==> src/rtl/ps2_host_rx.sv <==
// PS/2 host-side receiver. Synchronises and filters the keyboard clock/data pair,
// deframes 11-bit frames (start, 8 data LSB first, odd parity, stop), and buffers
// good bytes in a first-word-fall-through FIFO.
// Optional feature macro: PS2_RX_INHIBIT_EN -- hold ps2_clk low while the FIFO is
// full and the receiver is idle, so the keyboard holds keys back instead of them
// being dropped.
module ps2_host_rx #(
    parameter int FIFO_AW    = 3,
    parameter int FILTER_LEN = 8,
    parameter int TIMEOUT    = 100000
) (
    input  logic       clk50,
    input  logic       reset,
    input  logic       ps2_clk,
    input  logic       ps2_data,
    input  logic       rd,
    output logic [7:0] data,
    output logic       ready,
    output logic       overflow,
    output logic       frame_err,
    output logic       ps2_clk_inh
);

    localparam int DEPTH = 1 << FIFO_AW;
    localparam int FW    = $clog2(FILTER_LEN + 1);
    localparam int TW    = $clog2(TIMEOUT + 1);
    localparam logic [FIFO_AW:0] DEPTH_C = (FIFO_AW + 1)'(DEPTH);

    typedef enum logic [1:0] {S_IDLE, S_DATA, S_PARITY, S_STOP} state_t;

    // ---------------- input synchronisers and clock filter ----------------
    logic          clk_s1_q, clk_s2_q, dat_s1_q, dat_s2_q;
    logic          filt_q;
    logic [FW-1:0] fcnt_q;
    logic          fe;

    // Two-flop synchronisers; lines idle high so reset to 1.
    always_ff @(posedge clk50 or posedge reset) begin
        if (reset) begin
            clk_s1_q <= 1'b1;
            clk_s2_q <= 1'b1;
            dat_s1_q <= 1'b1;
            dat_s2_q <= 1'b1;
        end else begin
            clk_s1_q <= ps2_clk;
            clk_s2_q <= clk_s1_q;
            dat_s1_q <= ps2_data;
            dat_s2_q <= dat_s1_q;
        end
    end

    // Filtered clock flips only after FILTER_LEN consecutive differing samples.
    always_ff @(posedge clk50 or posedge reset) begin
        if (reset) begin
            filt_q <= 1'b1;
            fcnt_q <= '0;
        end else if (clk_s2_q == filt_q) begin
            fcnt_q <= '0;
        end else if (fcnt_q == FW'(FILTER_LEN - 1)) begin
            filt_q <= clk_s2_q;
            fcnt_q <= '0;
        end else begin
            fcnt_q <= fcnt_q + 1'b1;
        end
    end

    // Bit event: the cycle in which the filtered clock is about to fall.
    assign fe = filt_q & ~clk_s2_q & (fcnt_q == FW'(FILTER_LEN - 1));

    // ---------------- frame FSM ----------------
    state_t        state_q, state_d;
    logic [2:0]    bcnt_q, bcnt_d;
    logic [7:0]    sr_q, sr_d;
    logic          par_q, par_d;
    logic [TW-1:0] tcnt_q, tcnt_d;
    logic          push_q, push_d;
    logic [7:0]    pbyte_q;
    logic          ferr_q, ferr_d;

    // Frame state and shift registers; the accepted byte is latched with the push.
    always_ff @(posedge clk50 or posedge reset) begin
        if (reset) begin
            state_q <= S_IDLE;
            bcnt_q  <= '0;
            sr_q    <= '0;
            par_q   <= 1'b0;
            tcnt_q  <= '0;
            push_q  <= 1'b0;
            pbyte_q <= '0;
            ferr_q  <= 1'b0;
        end else begin
            state_q <= state_d;
            bcnt_q  <= bcnt_d;
            sr_q    <= sr_d;
            par_q   <= par_d;
            tcnt_q  <= tcnt_d;
            push_q  <= push_d;
            if (push_d) pbyte_q <= sr_q;
            ferr_q  <= ferr_d;
        end
    end

    // Next-state: advance on bit events; abort the frame when the line stalls.
    always_comb begin
        state_d = state_q;
        bcnt_d  = bcnt_q;
        sr_d    = sr_q;
        par_d   = par_q;
        tcnt_d  = tcnt_q;
        push_d  = 1'b0;
        ferr_d  = 1'b0;
        if (fe) begin
            tcnt_d = '0;
            case (state_q)
                S_IDLE: begin
                    // A high start bit is a false start; stay idle.
                    if (!dat_s2_q) begin
                        state_d = S_DATA;
                        bcnt_d  = '0;
                    end
                end
                S_DATA: begin
                    sr_d   = {dat_s2_q, sr_q[7:1]};
                    bcnt_d = bcnt_q + 3'd1;
                    if (bcnt_q == 3'd7) state_d = S_PARITY;
                end
                S_PARITY: begin
                    par_d   = dat_s2_q;
                    state_d = S_STOP;
                end
                S_STOP: begin
                    state_d = S_IDLE;
                    if ((^{sr_q, par_q}) && dat_s2_q) push_d = 1'b1;
                    else                               ferr_d = 1'b1;
                end
                default: state_d = S_IDLE;
            endcase
        end else if (state_q != S_IDLE) begin
            if (tcnt_q == TW'(TIMEOUT - 1)) begin
                state_d = S_IDLE;
                tcnt_d  = '0;
                ferr_d  = 1'b1;
            end else begin
                tcnt_d = tcnt_q + 1'b1;
            end
        end
    end

    assign frame_err = ferr_q;

    // ---------------- FWFT FIFO ----------------
    logic [7:0]         mem [DEPTH];
    logic [FIFO_AW-1:0] wr_ptr_q, rd_ptr_q;
    logic [FIFO_AW:0]   count_q;
    logic               ovf_q;
    logic               full, pop, wr_en, drop;

    assign ready = (count_q != '0);
    assign full  = (count_q == DEPTH_C);
    assign pop   = rd & ready;
    // When full, a same-cycle pop frees the slot the push lands in.
    assign wr_en = push_q & (~full | pop);
    assign drop  = push_q & full & ~pop;

    // Storage array; contents are don't-care until written.
    always_ff @(posedge clk50) begin
        if (wr_en) mem[wr_ptr_q] <= pbyte_q;
    end

    // Pointers, occupancy and sticky overflow.
    always_ff @(posedge clk50 or posedge reset) begin
        if (reset) begin
            wr_ptr_q <= '0;
            rd_ptr_q <= '0;
            count_q  <= '0;
            ovf_q    <= 1'b0;
        end else begin
            if (wr_en) wr_ptr_q <= wr_ptr_q + 1'b1;
            if (pop)   rd_ptr_q <= rd_ptr_q + 1'b1;
            case ({wr_en, pop})
                2'b10:   count_q <= count_q + 1'b1;
                2'b01:   count_q <= count_q - 1'b1;
                default: count_q <= count_q;
            endcase
            if (pop)       ovf_q <= 1'b0;
            else if (drop) ovf_q <= 1'b1;
        end
    end

    assign data     = ready ? mem[rd_ptr_q] : 8'h00;
    assign overflow = ovf_q;

`ifdef PS2_RX_INHIBIT_EN
    assign ps2_clk_inh = full & (state_q == S_IDLE);
`else
    assign ps2_clk_inh = 1'b0;
`endif

endmodule

==> config.mk <==
export PLATFORM = sky130hd
export DESIGN_NAME = ps2_host_rx
export DESIGN_NICKNAME = d
export VERILOG_FILES = /design/src/rtl/ps2_host_rx.sv
export SDC_FILE = /design/constraint.sdc
export NUM_CORES = 1
export LEC_CHECK = 0
export CAP_MARGIN = 40
export CORE_AREA = 2 2 103 105
export DETAILED_ROUTE_END_ITERATION = 7
export DIE_AREA = 0 0 105 107
export GPL_TIMING_DRIVEN = 0
export PLACE_DENSITY = 0.72
export SETUP_SLACK_MARGIN = 0.02
export SYNTH_ARGS = -nofsm -noshare
export SYNTH_HDL_FRONTEND = slang
export SYNTH_SLANG_ARGS = --single-unit
==> constraint.sdc <==
create_clock -name clk50 -period 2.1 [get_ports clk50]
set_input_delay 0.21 -clock clk50 [delete_from_list [all_inputs] [get_ports clk50]]
set_output_delay 0.21 -clock clk50 [all_outputs]
set_load 0.005 [all_outputs]
==> run_summary.xml, run 1 <==
<?xml version="1.0" encoding="UTF-8"?>
<metrics>
  <group name="routing">
    <metric name="total_iterations_of_the_first_detailed_routing_run" unit="">4</metric>
    <metric name="top_layer" unit="">met4</metric>
    <metric name="post_detailed_route_wirelength_per_cell" unit="um">17.6</metric>
    <metric name="antenna_left" unit="">0</metric>
    <metric name="drt_drc_violations_left" unit="">0</metric>
    <metric name="detail_route.vias_per_cell" unit="">5.53</metric>
    <metric name="route.vias.total" unit="">3179</metric>
    <metric name="met2RoutedLength" unit="um">5340</metric>
    <metric name="drt_first_iter_violations" unit="">153</metric>
    <metric name="postRouteWirelength" unit="um">10100</metric>
    <metric name="routedLengthMet1" unit="um">4230</metric>
    <metric name="detailroute.wirelength.met3" unit="um">356</metric>
  </group>
  <group name="clock_tree">
    <metric name="holdBufCountCts" unit="">0</metric>
    <metric name="numCtsBuffers" unit="">17</metric>
    <metric name="clk_tree_root_cell" unit="">clkbuf_8</metric>
    <metric name="clock_tree.htree_level_count" unit="">4</metric>
    <metric name="cts.sinks" unit="">125</metric>
    <metric name="clock_latency" unit="ps">520</metric>
    <metric name="ctsLongestPathBuffers" unit="">2</metric>
    <metric name="clock_tree_from_tritoncts" unit="">built</metric>
    <metric name="cts.reportedPaths.clkPinSlew" unit="ps">60</metric>
  </group>
  <group name="placement">
    <metric name="dp.cells" unit="">528</metric>
    <metric name="preCtsSetupSlack" unit="ps">-649</metric>
    <metric name="dpl.hpwl" unit="um">6160</metric>
    <metric name="numPortBuffers" unit="">14</metric>
    <metric name="place.gp.congestion" unit="">0.762</metric>
    <metric name="placed_cell_area" unit="sq um">5760</metric>
  </group>
  <group name="finish">
    <metric name="final_cells" unit="">575</metric>
    <metric name="fin_nets" unit="">443</metric>
    <metric name="final_antenna_diode_count" unit="">0</metric>
    <metric name="fin_util" unit="%">65.5</metric>
    <metric name="drive_above_1_share" unit="%">28.2</metric>
    <metric name="syn2layout_area_growth" unit="%">21.8</metric>
    <metric name="stdcell_area" unit="sq um">6610</metric>
  </group>
  <group name="synthesis">
    <metric name="synth_area_per_cell" unit="sq um">14.5</metric>
    <metric name="synth_async_sr_flop_share" unit="%">48.8</metric>
    <metric name="syn-cell-area" unit="sq um">5420</metric>
    <metric name="synth-seq-cells" unit="">125</metric>
    <metric name="post_synth_inst_count" unit="">375</metric>
    <metric name="synth.yosys.warnings" unit="">0</metric>
    <metric name="synth_enable_flop_cells" unit="">64</metric>
    <metric name="portion_of_the_post_synthesis_area_used_by_sequential_elements" unit="%">63.7</metric>
    <metric name="yosys.cell_types.count" unit="">54</metric>
    <metric name="syn_nets" unit="">392</metric>
    <metric name="dominantRegCellSynth" unit="">edfxtp_1</metric>
  </group>
  <group name="global_routing">
    <metric name="antenna_found_initial" unit="">0</metric>
    <metric name="grt_remaining_overflow" unit="">0</metric>
    <metric name="gr-usage-all-layers" unit="%">19.2</metric>
    <metric name="grt_pass1_vias" unit="">3219</metric>
    <metric name="grt_first_pass_wirelength" unit="um">16400</metric>
    <metric name="largest_net_degree_at_the_start_of_global_routing" unit="">39</metric>
  </group>
  <group name="job">
    <metric name="maxCapViolCount" unit="">0</metric>
  </group>
  <group name="critical_path">
    <metric name="cp-startpoint" unit="">rd_ptr_q[0]</metric>
    <metric name="timing.critical_path.arrival" unit="ps">2080</metric>
    <metric name="timing.critical_path.slowest_cell_delay" unit="ps">540</metric>
    <metric name="end_kind" unit="">output pin</metric>
    <metric name="worstPathMaxFanout" unit="">5</metric>
    <metric name="crit_path_cell_trace" unit="">buf_8 &gt; buf_12 &gt; mux4_2 &gt; mux2i_2 &gt; nor2_1 &gt; buf_2</metric>
    <metric name="crit_required" unit="ps">1890</metric>
    <metric name="critPathLaunchType" unit="">flip-flop</metric>
    <metric name="timing.setup.critical_path_class" unit="">reg -&gt; out</metric>
    <metric name="crit_family" unit="">multiplexers</metric>
    <metric name="critical_path.n_buffers_inverters" unit="">3</metric>
    <metric name="crit_path_top_delay_cell" unit="">mux4_2</metric>
    <metric name="r2r_start" unit="">sr_q[6]</metric>
  </group>
  <group name="timing">
    <metric name="worst_clock_skew" unit="ps">10.3</metric>
    <metric name="unrepaired_setup_endpoints_after_global_routing" unit="">yes</metric>
    <metric name="setup_viol" unit="">16</metric>
    <metric name="post-route-worst-setup-slack" unit="ps">-194</metric>
    <metric name="post-route-min-period" unit="ps">2290</metric>
    <metric name="timing.max_slew.rel_slack" unit="%">51.5</metric>
    <metric name="maxClockFrequency" unit="MHz">436</metric>
    <metric name="hold-worst-slack" unit="ps">54.2</metric>
    <metric name="period_share" unit="%">109</metric>
    <metric name="slew_violations" unit="">0</metric>
    <metric name="worst_slew_pin_slew" unit="ps">727</metric>
    <metric name="finalHoldViolations" unit="">0</metric>
  </group>
  <group name="die">
    <metric name="die-height" unit="um">107</metric>
    <metric name="die_width" unit="um">105</metric>
    <metric name="initial_utilization" unit="%">53.7</metric>
    <metric name="placementRows" unit="">37</metric>
    <metric name="design.die.area" unit="sq um">11200</metric>
    <metric name="fp.coreArea" unit="sq um">10100</metric>
    <metric name="top_level_i_o_count" unit="">17</metric>
  </group>
  <group name="pwr">
    <metric name="power-per-cell-area" unit="nW/um^2">865</metric>
    <metric name="ir_drop" unit="mV">0.676</metric>
    <metric name="share_seq_of_total_power" unit="%">45.8</metric>
    <metric name="p_sw_share" unit="%">21.5</metric>
    <metric name="combinationalPowerShare" unit="%">1.8</metric>
    <metric name="power_report.internal_total" unit="uW">4490</metric>
    <metric name="power.clock.fraction" unit="%">52.5</metric>
    <metric name="power.switching" unit="uW">1230</metric>
    <metric name="p_leak" unit="uW">0.00281</metric>
  </group>
  <group name="hold_path">
    <metric name="hold_class" unit="">in -&gt; async</metric>
  </group>
  <group name="run_status">
    <metric name="failed_checks" unit="">setup timing</metric>
    <metric name="run_status" unit="">finished with violations</metric>
  </group>
</metrics>
==> per-layer routing <==
layer | GRT usage [%] | up-vias
li1 | - | 1502
met1 | 23.9 | 1590
met2 | 32.6 | 69
met3 | 5.11 | 18
met4 | 6.76 | 0
met5 | 0 | -
==> kinds of logic (layout without fill, tap and decap cells) <==
kind of cell	after synthesis	after routing	share of synthesized area [%]
other	1	1	0.0691
adder cells (fa/ha/maj)	12	12	2.77
buffers and inverters	19	83	1.61
flip-flops	125	125	63.7
XOR/XNOR	24	24	4.13
multiplexers	43	43	12.6
AND/OR/NAND/NOR	114	114	10.8
AO/OA/AOI/OAI	37	37	4.29
==> path summary, 6_finish.rpt <==
path	endpoint	cells after the start	slack, ps
worst max-delay path	data[0]	6	-190
worst min register to register	dat_s2_q	0	360
max in group asynchronous	clk_s2_q	3	1380
worst min-delay path	rd_ptr_q[2]	2	50
min in group clk50	dat_s1_q	1	100
worst max register to register	pbyte_q[2]	7	-20
==> cell usage in the layout (no fill, tap or decap), types with 6 or more instances in the layout <==
cell type | netlist | routed
nor2_1 | 34 | 28
nand3_1 | 11 | 11
xor2_1 | 9 | 9
xnor2_1 | 14 | 11
a21oi_1 | 12 | 12
buf_4 | 2 | 13
ha_1 | 12 | 10
nor3_1 | 8 | 6
mux2_4 | 8 | 8
inv_6 | 0 | 6
nand2_1 | 28 | 27
edfxtp_1 | 64 | 64
clkbuf_16 | 0 | 16
mux2_2 | 6 | 6
mux2i_1 | 8 | 7
buf_2 | 1 | 11
nand4_1 | 7 | 7
dfrtp_1 | 56 | 55
o21ai_0 | 6 | 6
mux4_2 | 16 | 16
==> cell type report <==
| cell class | instances | area (sq um) |
|---|---|---|
| Clock inverter | 15 | 199 |
| Fill cell | 737 | 3490 |
| Clock buffer | 17 | 414 |
| Multi-Input combinational cell | 231 | 1950 |
| Inverter | 7 | 26.3 |
| Buffer | 11 | 88.8 |
| Tap cell | 136 | 170 |
| Timing Repair Buffer | 33 | 298 |
| Sequential cell | 125 | 3460 |
==> repair_timing <==
item                       4_1_cts  5_1_grt
buffers inserted                 7        9
cloned                           1        0
pin swaps                        5        9
gates resized for setup         54       14
setup endpoints to repair       78       44
==> per-stage QoR <==
step                      TNS, ps  total power (uW)
after floorplan                 0              2730
after global placement     -49070              2750
after detailed placement    -5620              2770
after CTS                   -1560              5770
after global routing        -3000              5890
final                       -1300              5720
==> registers in the layout (all words and copies together) (netlist names), 2 cells and up <==
signal / cells
bcnt_q: 3
state_q: 2
tcnt_q: 17
rd_ptr_q: 3
mem: 64
sr_q: 8
fcnt_q: 4
wr_ptr_q: 3
count_q: 4
pbyte_q: 8
==> power groups by stage <==
stage / registers (uW) / logic (uW) / clock network, uW
after floorplan: 2660 / 70.6 / 0
after detailed placement: 2660 / 101 / 0
after global placement: 2660 / 89.5 / 0
after CTS: 2620 / 103 / 3050
final: 2620 / 102 / 3000
after global routing: 2620 / 120 / 3150
==> cell usage after synthesis, types with 2 or more instances <==
| cell type | count | area, sq um |
|---|---|---|
| clkbuf_1 | 6 | 22.5 |
| inv_1 | 6 | 22.5 |
| mux2i_1 | 8 | 80.1 |
| o21ai_1 | 2 | 10.0 |
| nor2_1 | 34 | 128 |
| xor2_1 | 9 | 78.8 |
| and3_1 | 2 | 12.5 |
| a31oi_1 | 4 | 25.0 |
| nor3_1 | 8 | 40.0 |
| edfxtp_1 | 64 | 1920 |
| mux4_2 | 16 | 360 |
| or3_1 | 5 | 31.3 |
| dfstp_2 | 5 | 131 |
| a21oi_1 | 12 | 60.1 |
| ha_1 | 12 | 150 |
| and4b_1 | 2 | 20.0 |
| buf_1 | 2 | 7.51 |
| buf_4 | 2 | 15.0 |
| nor2b_1 | 3 | 18.8 |
| a21o_1 | 2 | 15.0 |
| a32o_1 | 2 | 20.0 |
| o21ai_0 | 6 | 30.0 |
| mux2_2 | 6 | 67.6 |
| mux2_4 | 8 | 120 |
| nand2_1 | 28 | 105 |
| mux2_1 | 5 | 56.3 |
| nand3_1 | 11 | 55.1 |
| dfrtp_1 | 56 | 1400 |
| xnor2_1 | 14 | 123 |
| nand2b_1 | 4 | 25.0 |
| and4_1 | 2 | 17.5 |
| nand4_1 | 7 | 43.8 |
Power figures use the tool's default switching activity.
==> inputs of run 2 (changes only) <==
--- a/config.mk
+++ b/config.mk
@@ -7,6 +7,7 @@
 export LEC_CHECK = 0
 export CAP_MARGIN = 40
 export CORE_AREA = 2 2 103 105
+export CTS_CLUSTER_SIZE = 28
 export DETAILED_ROUTE_END_ITERATION = 7
 export DIE_AREA = 0 0 105 107
 export GPL_TIMING_DRIVEN = 0
==> results of run 2 <==
No change in the layout: final DEF, timing and power equal those of run 1.
